## src/rtl/id_ex_stage.sv

```systemverilog
// ID/EX pipeline register for the 5-stage MIPS core with load-use hazard detection,
// bubble insertion and a saturating count of inserted load-use bubbles.
module id_ex_stage (
  input  logic        clk_i,
  input  logic        rst_i,
  input  logic [31:0] Ctrl_i,
  input  logic [31:0] RSdata_i,
  input  logic [31:0] RTdata_i,
  input  logic [31:0] SignExt_i,
  input  logic [4:0]  RSaddr_i,
  input  logic [4:0]  RTaddr_i,
  input  logic [4:0]  RDaddr_i,
  input  logic        Hold_i,
  input  logic        Flush_i,
  output logic        Stall_o,
  output logic        RegDst_o,
  output logic        ALUSrc_o,
  output logic [1:0]  ALUOp_o,
  output logic        MemWrite_o,
  output logic        MemRead_o,
  output logic        MemtoReg_o,
  output logic        RegWrite_o,
  output logic [31:0] RSdata_o,
  output logic [31:0] RTdata_o,
  output logic [31:0] SignExt_o,
  output logic [4:0]  RSaddr_o,
  output logic [4:0]  RTaddr_o,
  output logic [4:0]  RDaddr_o,
  output logic        Valid_o,
  output logic [15:0] StallCnt_o
);

  logic [7:0]  ctrl_q, ctrl_d;
  logic [31:0] rs_data_q, rs_data_d;
  logic [31:0] rt_data_q, rt_data_d;
  logic [31:0] sign_ext_q, sign_ext_d;
  logic [4:0]  rs_addr_q, rs_addr_d;
  logic [4:0]  rt_addr_q, rt_addr_d;
  logic [4:0]  rd_addr_q, rd_addr_d;
  logic        valid_q, valid_d;
  logic [15:0] stall_cnt_q, stall_cnt_d;
  logic        hazard;

  // Upper control bits are defined as don't-care by the decode unit.
  logic unused_ctrl;
  assign unused_ctrl = ^Ctrl_i[31:8];

  assign hazard = ctrl_q[2] && (rt_addr_q != 5'd0) &&
                  ((rt_addr_q == RSaddr_i) || (rt_addr_q == RTaddr_i));
  assign Stall_o = hazard;

  always_comb begin
    ctrl_d      = ctrl_q;
    rs_data_d   = rs_data_q;
    rt_data_d   = rt_data_q;
    sign_ext_d  = sign_ext_q;
    rs_addr_d   = rs_addr_q;
    rt_addr_d   = rt_addr_q;
    rd_addr_d   = rd_addr_q;
    valid_d     = valid_q;
    stall_cnt_d = stall_cnt_q;
    if (Hold_i) begin
      // Freeze everything.
    end else if (Flush_i || hazard) begin
      ctrl_d     = 8'd0;
      rs_data_d  = 32'd0;
      rt_data_d  = 32'd0;
      sign_ext_d = 32'd0;
      rs_addr_d  = 5'd0;
      rt_addr_d  = 5'd0;
      rd_addr_d  = 5'd0;
      valid_d    = 1'b0;
      // Only load-use bubbles are counted; a flush takes precedence.
      if (!Flush_i && (stall_cnt_q != 16'hFFFF)) begin
        stall_cnt_d = stall_cnt_q + 16'd1;
      end
    end else begin
      ctrl_d     = Ctrl_i[7:0];
      rs_data_d  = RSdata_i;
      rt_data_d  = RTdata_i;
      sign_ext_d = SignExt_i;
      rs_addr_d  = RSaddr_i;
      rt_addr_d  = RTaddr_i;
      rd_addr_d  = RDaddr_i;
      valid_d    = 1'b1;
    end
  end

  always_ff @(posedge clk_i) begin
    if (rst_i) begin
      ctrl_q      <= 8'd0;
      rs_data_q   <= 32'd0;
      rt_data_q   <= 32'd0;
      sign_ext_q  <= 32'd0;
      rs_addr_q   <= 5'd0;
      rt_addr_q   <= 5'd0;
      rd_addr_q   <= 5'd0;
      valid_q     <= 1'b0;
      stall_cnt_q <= 16'd0;
    end else begin
      ctrl_q      <= ctrl_d;
      rs_data_q   <= rs_data_d;
      rt_data_q   <= rt_data_d;
      sign_ext_q  <= sign_ext_d;
      rs_addr_q   <= rs_addr_d;
      rt_addr_q   <= rt_addr_d;
      rd_addr_q   <= rd_addr_d;
      valid_q     <= valid_d;
      stall_cnt_q <= stall_cnt_d;
    end
  end

  assign RegDst_o   = ctrl_q[7];
  assign ALUSrc_o   = ctrl_q[6];
  assign ALUOp_o    = ctrl_q[5:4];
  assign MemWrite_o = ctrl_q[3];
  assign MemRead_o  = ctrl_q[2];
  assign MemtoReg_o = ctrl_q[1];
  assign RegWrite_o = ctrl_q[0];
  assign RSdata_o   = rs_data_q;
  assign RTdata_o   = rt_data_q;
  assign SignExt_o  = sign_ext_q;
  assign RSaddr_o   = rs_addr_q;
  assign RTaddr_o   = rt_addr_q;
  assign RDaddr_o   = rd_addr_q;
  assign Valid_o    = valid_q;
  assign StallCnt_o = stall_cnt_q;

endmodule

```

## config.mk

```make
export PLATFORM = sky130hd
export DESIGN_NAME = id_ex_stage
export DESIGN_NICKNAME = d
export VERILOG_FILES = /design/src/rtl/id_ex_stage.sv
export SDC_FILE = /design/constraint.sdc
export NUM_CORES = 1
export LEC_CHECK = 0
export CELL_PAD_IN_SITES_DETAIL_PLACEMENT = 0
export CELL_PAD_IN_SITES_GLOBAL_PLACEMENT = 2
export CORE_UTILIZATION = 21
export DETAILED_ROUTE_END_ITERATION = 16
export GPL_TIMING_DRIVEN = 0
export PLACE_DENSITY = 0.82
export SYNTH_ARGS = -nofsm -noshare
export SYNTH_HDL_FRONTEND = slang
export SYNTH_SLANG_ARGS = --single-unit
```

## constraint.sdc

```tcl
create_clock -name clk_i -period 2.4 [get_ports clk_i]
set_input_delay 0.24 -clock clk_i [delete_from_list [all_inputs] [get_ports clk_i]]
set_output_delay 0.24 -clock clk_i [all_outputs]
set_load 0.005 [all_outputs]
```

## Word level (Yosys, flattened, before mapping)

Index checks and enable logic that the tools add are counted.

- Input bits: 147
- Register bits after elaboration: 136

- Multiplexer cells: 8
- Equality and inequality tests: 3
- $add $sub $neg: 1
- Reduce and logical (&&, ||, !) cells: 8
- Bitwise operators: 1

Operator list:

| operator | number |
|---|---|
| 32-bit 2-to-1 mux | 3 |
| 16-bit by 1-bit adder with 16-bit output, second input constant | 1 |
| 16-bit != test, second input constant | 1 |
| 5-bit 2-to-1 mux | 3 |
| 5-bit == test | 2 |
| 8-bit 2-to-1 mux | 1 |
| 5-bit nonzero test | 1 |
| 1-bit logical AND | 3 |
| 3-bit AND reduction | 1 |
| 1-bit logical OR | 2 |
| 1-bit logical NOT | 1 |
| 1-bit 2-to-1 mux | 1 |
| 1-bit inverter | 1 |

## Logic depth before layout (Yosys ltp)

- Word-level depth: 5
- Mapped depth: 7

## Least setup slack after synthesis

No wires, ideal clock.

- Path type: reg2reg
- Start: register rt_addr_q[0], in the netlist RTaddr_o[0]
- End: register stall_cnt_q[8], in the netlist StallCnt_o[8]
- Arrival time: 1.678 ns
- Slack: 0.598 ns
- Data required time: 2.277 ns
- Cell stages (with the launch flop): 7
- Cells stage by stage: dfxtp_1 -> or4_4 -> o211a_1 -> o21ai_2 -> buf_6 -> nor4_1 -> mux2_1

- Word-level cells in the longest chain between the ends: 5
- Elaborated cells on any way between the ends: 8

Ends and longest elaborated chain:

| what | RTL line | source |
|---|---|---|
| start: declaration | 38 | `logic [4:0] rt_addr_q, rt_addr_d;` |
| start signal: assignment | 106 | `rt_addr_q <= rt_addr_d;` |
| 5-bit == test or 5-bit nonzero test (tied branches) | 49, 48 |  |
| 1-bit logical OR or 1-bit logical AND (tied branches) | 49, 48 |  |
| 1-bit logical AND (*) | 48 | `assign hazard = ctrl_q[2] && (rt_addr_q != 5'd0) &&` |
| 1-bit logical OR (*) | 64 | `end else if (Flush_i \|\| hazard) begin` |
| 3-bit AND reduction (no source line) (*) | - |  |
| end signal: assignment | 109 | `stall_cnt_q <= stall_cnt_d;` |
| end: declaration | 41 | `logic [15:0] stall_cnt_q, stall_cnt_d;` |

Every way passes the cells marked *; elsewhere a longest branch is shown, timed or not.
A chain may end at the register's enable or synchronous reset.

## Worst setup path in the final report

- Start: register rt_addr_q[0], in the netlist RTaddr_o[0]
- End: output Stall_o

- Word-level cells in the longest chain between the ends: 3
- Elaborated cells on any way between the ends: 6

Ends and longest elaborated chain:

| what | RTL line | source |
|---|---|---|
| 5-bit == test or 5-bit nonzero test (tied branches) | 49, 48 |  |
| 1-bit logical OR or 1-bit logical AND (tied branches) | 49, 48 |  |
| 1-bit logical AND (*) | 48 |  |
| end: declaration | 15 | `output logic Stall_o,` |

Marks and branches as above.

==> results_dict.tcl <==
set metrics [dict create \
    cts_tree "done" \
    synth_edf_count 0 \
    boundaryPins 284 \
    worst-endpoint-required_ns 2.16 \
    slew_headroom 0.493 \
    clock_skew_ns 0.0127 \
    p_leak_nw 3.10 \
    crit_chain "or4_4 > o21ai_4 > buf_6 > nor2_1 > clkdlybuf4s50_1" \
    p_per_area_nw_per_um2 682 \
    vias 4351 \
    clk_latency_ns 0.42 \
    yosysWarnings 0 \
    slew_violations 0 \
    worstSetupPathType "reg -> out" \
    cts_buffers 17 \
    drc 0 \
    syn_nets 544 \
    endpoint_kind "output pin" \
    timing.hold.ws_ns 0.414 \
    h-tree-depth 4 \
    final_common_cell "clkdlybuf4s50_1" \
    routabilityCongestion 0.757 \
    finalSetupTns_ns 0 \
    critPathLaunchType "flop" \
    synth_top_cell_by_area "dfxtp_1" \
    seq_area_frac_synth 0.578 \
    viasPerCell 4.49 \
    overflow 0 \
    cts_sinks 136 \
    arrival_ns 2.06 \
    drt_wl_total_mm 16.0 \
    synth.top_cell.area_share 0.578 \
    final_util 0.379 \
    die_x_um 152 \
    hold_viol 0 \
    grt_pass1_wl_mm 23.7 \
    ctsHoldBuffers 0 \
    drtIter0Drc 132 \
    hpwl_mm 11.6 \
    synth_area_leaders "dfxtp_1 58%, a22o_1 22%, buf_6 2.9%, o31ai_1 1.9%, or4_1 1.9%" \
    area_growth_pct 76.1 \
    setup_viol 0 \
    drt.antenna.violating_nets 0 \
    max_freq_mhz 435 \
    grt_start_max_net_pins 19 \
    die_y_um 152 \
    start_util 0.215 \
    final_cell_mix "259 x clkdlybuf4s50_1, 133 x dfxtp_1, 119 x a22o_1" \
    die-area_um2 23000 \
    status "complete, no violations" \
    hp-class "in -> reg" \
    antenna_found_initial 0 \
    clkTransAtPathRegs_ns 0.07 \
    clock-root-buffer "clkbuf_16" \
    final.min_clock_period_ns 2.30 \
    clk_path_buf_depth 2 \
    critical-path-max-stage-delay_ns 0.56 \
    synth_top_flop_cell "dfxtp_1" \
    coreArea_um2 21900 \
    yosysUniqueCellTypes 36 \
    numPortBuffers 259 \
    drive_above_1_share 0.0884 \
    syn_area_per_cell_um2 11.9 \
    async_reset_ff_frac 0 \
    worstMarginPinSlew_ns 0.761 \
    cpMaxStageDelayCell "or4_4" \
    ys_ff_latch 136 \
    worstPathMaxFanout 5 \
    finalCritPeriodShare 0.958 \
    power_mw 5.66 \
    grt_pass1_vias 4263 \
    fin_nets 825 \
    drt-pass1-iter-count 4 \
    rows 54 \
    cap_viol_max_count 0 \
    n_antenna_cell 0 \
    syn_inst 396 \
    routedWlPerCell_um 16.5 \
    syn-cell-area_um2 4710 \
    peakVddDrop_mv 0.409 \
    rsz0062_at_grt "false" \
    grt_usage 0.137 \
]
## layout make-up
class / instances / area [µm²]
plain buffers: 34 / 236
clock buffers: 17 / 425
clock inverters: 15 / 176
fillers: 2254 / 13600
inverters: 1 / 3.75
multi-input cells: 224 / 1750
flip-flops and latches: 136 / 2730
well taps: 280 / 350
repair buffers: 263 / 2620
## through the flow
| step | instances | area (µm²) | worst slack [ns] |
|---|---|---|---|
| global route | 970 | 8300 | 0.00456 |
| global placement | 935 | 7650 | -0.330 |
| floorplan | 396 | 4710 | 0.598 |
| CTS | 970 | 8300 | 0.0394 |
| finish | 970 | 8300 | 0.102 |
| detailed placement | 935 | 7650 | -0.309 |
## final timing paths
| check | start | slack [ns] | to | depth (start not counted) |
|---|---|---|---|---|
| worst max-delay path | RTaddr_o[0] | 0.10 | Stall_o | 5 |
| worst min-delay path | RTdata_i[26] | 0.41 | RTdata_o[26] | 2 |
| worst max register to register | RTaddr_o[0] | 0.27 | RSaddr_o[4] | 7 |
| worst min register to register | Valid_o | 0.46 | Valid_o | 1 |
## routing by layer
metal / share of wire / vias up / global-route usage / wire length, µm
met5: 0 / - / 0 / 0
met4: 0.013 / 0 / 0.0406 / 201
met3: 0.099 / 11 / 0.0614 / 1580
met2: 0.45 / 194 / 0.210 / 7220
met1: 0.44 / 2040 / 0.170 / 7030
li1: - / 2106 / - / -
## where the power goes
group          switching, mW  internal (mW)
Sequential            0.0488           2.34
Combinational          0.195          0.397
Clock                   1.18           1.50
Total                   1.43           4.23
## flip-flops by register name, summed over array words and instances, names as in the netlist
| register | cells |
|---|---|
| RSdata_o | 32 |
| RTdata_o | 32 |
| SignExt_o | 32 |
| StallCnt_o | 16 |
| ctrl_q | 8 |
| RDaddr_o | 5 |
| RSaddr_o | 5 |
| RTaddr_o | 5 |
| Valid_o | 1 |
## synthesized netlist by cell type (2+ instances only)
library cell	n
nand3_1	6
buf_2	5
a21oi_1	14
and3_1	6
nor2_1	7
buf_6	12
xor2_1	10
o211ai_1	2
o21ai_0	3
or4_1	12
nor3_1	4
nor2b_1	3
mux2_1	2
and4_1	2
o31ai_1	12
nand4_1	4
nand2_1	4
clkbuf_1	17
dfxtp_1	136
a22o_1	119
## critical path, delay by kind of cell, from the launching register on
| family | cells | cell delay (ns) |
|---|---|---|
| compound gates | 1 | 0.15 |
| buf+inv | 2 | 0.55 |
| simple gates | 2 | 0.59 |
| flops | 1 | 0.35 |
## cell families (layout without fill, tap and decap cells)
| family | Yosys count | in the layout | share of synthesized area |
|---|---|---|---|
| AO/OA/AOI/OAI | 158 | 158 | 0.278 |
| flip-flops | 136 | 136 | 0.578 |
| AND/OR/NAND/NOR | 53 | 53 | 0.0677 |
| buffers and inverters | 36 | 330 | 0.0499 |
| XOR/XNOR | 10 | 10 | 0.0186 |
| multiplexers | 2 | 2 | 0.00478 |
| adder cells (fa/ha/maj) | 1 | 1 | 0.00266 |
## what timing repair did
item,4_1_cts,5_1_grt
setup endpoints to repair,1,1
resized for setup,7,0
setup buffers,4,0
pin swaps,2,1
Power figures use the tool's default switching activity.
